### config.mk
export PLATFORM = sky130hd
export DESIGN_NAME = gnt_dispatch
export DESIGN_NICKNAME = d
export VERILOG_FILES = /design/src/rtl/gnt_dispatch.sv
export SDC_FILE = /design/constraint.sdc
export NUM_CORES = 1
export LEC_CHECK = 0
export BUFFER_PORTS_ARGS = -buffer_cell sky130_fd_sc_hd__buf_2
export CORE_AREA = 8 8 225 227
export DETAILED_ROUTE_END_ITERATION = 7
export DIE_AREA = 0 0 233 235
export PLACE_DENSITY = 0.48
export SLEW_MARGIN = 20
export SYNTH_ARGS = -nofsm -noshare
export SYNTH_HDL_FRONTEND = slang
export SYNTH_SLANG_ARGS = --single-unit
### constraint.sdc
create_clock -name clk -period 7.45 [get_ports clk]
set_input_delay 0 -clock clk [delete_from_list [all_inputs] [get_ports clk]]
set_output_delay 0 -clock clk [all_outputs]
set_load 0.05 [all_outputs]
### src/rtl/gnt_dispatch.sv
// gnt_dispatch
// ------------
// Takes the registered one-hot grant from the round-robin arbiter. For each
// valid grant it picks the winning client's payload, encodes the client index,
// and pushes {index, payload} into a small output FIFO. The FIFO drains to the
// shared resource over a valid/ready interface.
//
// Ports
//   clk, rst       single clock; asynchronous active-high reset
//   gnt            grant vector from the arbiter (expected one-hot)
//   data_in        flat payloads, client i at [i*DW +: DW]
//   out_vld/rdy    FIFO head handshake
//   out_idx/data   head entry (forced to zero while the FIFO is empty)
//   stall          count >= DEPTH-1, derived from registered count only
//   ovf_err        sticky: a grant was dropped because the FIFO was full
//   onehot_err     sticky: gnt had more than one bit set
//   drop_cnt       saturating count of dropped grants
//   err_clr        synchronous clear of ovf_err, onehot_err and drop_cnt
//
// Handshake: out_vld is high whenever the FIFO holds an entry. A transfer
// (pop) happens on a rising edge where out_vld && out_rdy. While out_rdy is
// low the head entry, out_idx and out_data stay stable. out_vld never depends
// on out_rdy.
module gnt_dispatch #(
  parameter int CLIENTS = 16,
  parameter int DW      = 32,
  parameter int DEPTH   = 4,
  parameter int IDXW    = 4
) (
  input  logic                  clk,
  input  logic                  rst,
  input  logic [CLIENTS-1:0]    gnt,
  input  logic [CLIENTS*DW-1:0] data_in,
  output logic                  out_vld,
  input  logic                  out_rdy,
  output logic [IDXW-1:0]       out_idx,
  output logic [DW-1:0]         out_data,
  output logic                  stall,
  output logic                  ovf_err,
  output logic                  onehot_err,
  output logic [15:0]           drop_cnt,
  input  logic                  err_clr
);

  localparam int PW = $clog2(DEPTH);
  localparam int CW = PW + 1;
  localparam int EW = IDXW + DW;
  localparam logic [CW-1:0] FULL_CNT  = CW'(DEPTH);
  localparam logic [CW-1:0] STALL_CNT = CW'(DEPTH - 1);

  // State
  logic [PW-1:0] wr_ptr_q, wr_ptr_d;
  logic [PW-1:0] rd_ptr_q, rd_ptr_d;
  logic [CW-1:0] count_q, count_d;
  logic          ovf_q, ovf_d;
  logic          onehot_q, onehot_d;
  logic [15:0]   drop_cnt_q, drop_cnt_d;
  logic [EW-1:0] mem_q [DEPTH];

  // Grant decode
  logic            gnt_any;
  logic            multi_hot;
  logic [IDXW-1:0] sel_idx;
  logic [DW-1:0]   sel_data;

  // FIFO control
  logic          pop;
  logic          push;
  logic          drop;
  logic [EW-1:0] head;

  always_comb begin
    gnt_any   = |gnt;
    // Clearing the lowest set bit leaves something only if two or more bits were set.
    multi_hot = |(gnt & (gnt - CLIENTS'(1)));
    sel_idx   = '0;
    // Walking downward makes the last match, the lowest set bit, win.
    for (int i = CLIENTS - 1; i >= 0; i--) begin
      if (gnt[i]) sel_idx = IDXW'(i);
    end
    sel_data = data_in[sel_idx*DW +: DW];
  end

  always_comb begin
    head     = mem_q[rd_ptr_q];
    out_vld  = (count_q != '0);
    // Gating with out_vld gives zero head outputs after reset without clearing storage.
    out_idx  = out_vld ? head[EW-1:DW] : '0;
    out_data = out_vld ? head[DW-1:0]  : '0;
    stall    = (count_q >= STALL_CNT);

    pop  = out_vld && out_rdy;
    // A pop in the same cycle frees a slot, so a full FIFO still takes the grant.
    push = gnt_any && ((count_q < FULL_CNT) || pop);
    drop = gnt_any && (count_q == FULL_CNT) && !pop;

    wr_ptr_d = wr_ptr_q + PW'(push);
    rd_ptr_d = rd_ptr_q + PW'(pop);
    count_d  = count_q + CW'(push) - CW'(pop);
  end

  always_comb begin
    ovf_d      = ovf_q;
    onehot_d   = onehot_q;
    drop_cnt_d = drop_cnt_q;
    if (err_clr) begin
      ovf_d      = 1'b0;
      onehot_d   = 1'b0;
      drop_cnt_d = '0;
    end
    // A new event in the same cycle as err_clr wins over the clear.
    if (drop) begin
      ovf_d = 1'b1;
      if (err_clr)                    drop_cnt_d = 16'd1;
      else if (drop_cnt_q != 16'hFFFF) drop_cnt_d = drop_cnt_q + 16'd1;
    end
    if (multi_hot) onehot_d = 1'b1;
  end

  always_ff @(posedge clk or posedge rst) begin
    if (rst) begin
      wr_ptr_q   <= '0;
      rd_ptr_q   <= '0;
      count_q    <= '0;
      ovf_q      <= 1'b0;
      onehot_q   <= 1'b0;
      drop_cnt_q <= '0;
    end else begin
      wr_ptr_q   <= wr_ptr_d;
      rd_ptr_q   <= rd_ptr_d;
      count_q    <= count_d;
      ovf_q      <= ovf_d;
      onehot_q   <= onehot_d;
      drop_cnt_q <= drop_cnt_d;
    end
  end

  // Storage needs no reset: an entry is only read after it has been written.
  always_ff @(posedge clk) begin
    if (push) mem_q[wr_ptr_q] <= {sel_idx, sel_data};
  end

  assign ovf_err    = ovf_q;
  assign onehot_err = onehot_q;
  assign drop_cnt   = drop_cnt_q;

endmodule

==> metrics.md <==
| Metric | Value |
|---|---|
| Status | `finished, final reports clean` |
| CP max stage cell | `and2_4` |
| Yosys top cell area share | `37.2%` |
| EDFF count, synth | `144` |
| Detailed-route via count | `12.3k` |
| Initial antenna violation count | `29` |
| Setup Fix Bufs, Post-CTS | `0` |
| GRT Total Usage | `23.1%` |
| Largest area contributor in the netlist | `edfxtp_1` |
| Row cnt | `80` |
| Root buf cell | `clkbuf_16` |
| Drt drc | `0` |
| Drt initial violations | `1,014` |
| Syn Nets | `1,630` |
| Skew final | `0.0169 ns` |
| HPWL after DPL | `51.8 mm` |
| Critical Setup Path Class | `in2reg` |
| Commonest non-fill, non-tap cells in the layout | `587 x buf_2, 144 x edfxtp_1, 135 x a211oi_1, 69 x nor2_1, 56 x nand2_1` |
| Area growth from synthesis to layout | `35.9%` |
| Post-synthesis cell count | `1,091` |
| Period minus WS final | `3.97 ns` |
| Hold path cells | `3` |
| Final setup violation count | `0` |
| Antenna Nets Post-Route | `0` |
| Max-slew headroom | `31.3%` |
| CP Capture Type | `flip-flop` |
| Critical Path Max Stage Delay | `0.70 ns` |
| Slew Viols, Final | `0` |
| Commonest non-fill, non-tap cell in the layout | `buf_2` |
| Peak VDD IR | `0.000214 V` |
| Largest net degree at the start of global routing | `81` |
| Max Cap Viol | `0` |
| Number of global-route vias before repair | `12.8k` |
| R2r worst-path depth | `7` |
| Drt total wl | `65.5 mm` |
| CTS resizes | `0` |
| Detailed-route wire length per cell | `28.9 um` |
| Total grt overflow | `0` |
| Via/cell ratio | `5.43` |
| Initial Utilization | `24.6%` |
| Post-Place Cells | `2,212` |
| Ports | `588` |
| Worst R2R End | `drop_cnt[9]` |
| CTS clk-pin slew, worst paths | `0.07 ns` |
| Die height | `235 um` |
| Non-filler instance count after layout | `2,266` |
| Hold_sp | `data_in[141]` |
| Fill count | `4,859` |
| Fin worst setup slack | `3.48 ns` |
| Chip width | `233 um` |
| CTS tree | `built` |
| Worst Path Max Fanout | `80` |
| Reg2Reg Launch Point | `count_q[1]` |
| Seq. cell area | `0.00495 sq mm` |
| Die ar. | `0.0548 sq mm` |
| Post-synth ARST share | `14.8%` |
| Synth Flop Type | `edfxtp_1` |
| Setup crit start kind | `input pin` |
| R2R setup slack | `4.74 ns` |
| Core area | `0.0471 sq mm` |
| Synthesis-stage register bit count | `169` |
| Yosys warns | `0` |
| Power Density | `293 mW/mm^2` |
| CP Data Arrival Time | `4.13 ns` |
| Share of post-route cells with drive strength above 1 | `44.5%` |
| CTS buffer count | `17` |
| P_leak | `6.24 nW` |
| First-pass GRT wire length | `92.2 mm` |
| Crit-path cells | `dlygate4sd3_1, buf_2, nor2b_1, o21ai_0, a211o_1, and2_4, inv_6, buf_4, a21oi_1, o311ai_0, nor4_1` |
| Tcrit/Tclk final | `53.3%` |
| Area of the multi-input gates | `0.00620 sq mm` |
| Sequential share of the synthesized area | `42.6%` |
| Clock sinks | `169` |
| Worst Hold End | `mem_q[2][13]` |
| Dominant cells by area after synthesis | `edfxtp_1 37%, a211oi_1 8.7%, mux4_2 7.0%, dfrtp_1 5.4%, mux2i_1 3.3%` |
| RSZ-0062 raised after global routing | `no` |
| Fmax | `252 MHz` |
| PortBufs | `587` |
| Final GP Congestion | `1.04` |
| Drt pass-1 iters | `5` |
| Post-Syn Area per Cell | `10.6 sq um` |
| Mapped cell area | `0.0116 sq mm` |
| Least-Margin Pin Slew | `1.03 ns` |
| Clock insertion delay at the later pin of the skew report | `0.44 ns` |
| CTS Hold Bufs | `6` |
| CTS Buffer Depth | `2` |
| Setup WS pre-CTS | `3.42 ns` |
| Setup TNS | `0 ns` |
| Number of H-tree levels | `4` |
| Layout net count | `2,161` |
| Hold Vio Cnt, Final | `0` |
| Hold crit path type | `in2reg` |
| Synth unique cells | `71` |
| Critical path required time | `7.61 ns` |
per-stage QoR:
stage	hold WS, ns	util, %	total power, mW	cell area (sq um)
final	0.0902	33.5	4.62	15800
after global routing	0.0857	33.4	4.86	15800
after CTS	0.0642	33.4	4.72	15700
after detailed placement	0.292	32.0	3.83	15100
after global placement	0.287	32.0	3.81	15100
after floorplan	0.0273	-	2.93	11600
per-layer routing:
metal | part of all wire (%) | track usage [%] | vias to the layer above
li1 | - | - | 5572
met1 | 42 | 29.1 | 6007
met2 | 47 | 37.4 | 618
met3 | 8.0 | 7.21 | 96
met4 | 2.7 | 6.83 | 12
met5 | 0.11 | 0 | -
synthesized netlist by cell type, types with 17 or more instances:
cell / number
o22ai_1: 32
mux4_2: 36
and3_1: 25
o21ai_0: 22
dfrtp_1: 25
a2111oi_0: 17
o221ai_1: 25
edfxtp_1: 144
nor2b_1: 38
mux2i_1: 38
nor3_1: 44
a211oi_1: 135
nor2_1: 71
a21oi_1: 48
clkbuf_1: 39
buf_2: 47
nand2_1: 56
how the worst max path moves through the flow:
stage                        from            to  cells after the start
after floorplan            gnt[5]   mem_q[0][0]                      6
after global placement     gnt[2]  mem_q[0][13]                      9
after detailed placement   gnt[2]  mem_q[1][13]                      9
after CTS                 gnt[15]  mem_q[1][13]                     11
after global routing      gnt[15]  mem_q[1][21]                     11
final                     gnt[15]  mem_q[1][21]                     11
logic make-up (layout without fill, tap and decap cells):
kind of cell | count (synthesis) | count (layout) | synth area share [%]
AO/OA/AOI/OAI | 400 | 400 | 26.0
buffers and inverters | 118 | 662 | 4.68
adder cells (fa/ha/maj) | 8 | 8 | 0.905
other | 0 | 16 | 0
AND/OR/NAND/NOR | 299 | 299 | 13.6
flip-flops | 169 | 169 | 42.6
XOR/XNOR | 14 | 14 | 1.06
multiplexers | 83 | 83 | 11.1
cell type report:
type,count,share of cell area [%]
sequential,169,31.4
multi-input combinational,804,39.3
inverter,16,0.412
tap,615,4.88
clock buffer,17,2.70
antenna,16,0.254
clock inverter,15,1.08
timing repair buffer,614,20.0
flip-flops by register name, summed over array words and instances (netlist names):
register	flops
mem_q	144
drop_cnt	16
count_q	3
rd_ptr_q	2
wr_ptr_q	2
onehot_err	1
ovf_err	1
critical path: cells and delay by family:
kind	cells	cell delay [ns]
AO/OA/AOI/OAI	4	1.13
buffers and inverters	4	1.48
AND/OR/NAND/NOR	3	1.42
power breakdown:
part	internal [mW]	switching [mW]
sequential	1.37	0.138
clock	0.451	0.424
combinational	0.682	1.55
No activity file was read; power rests on OpenSTA's default activity.
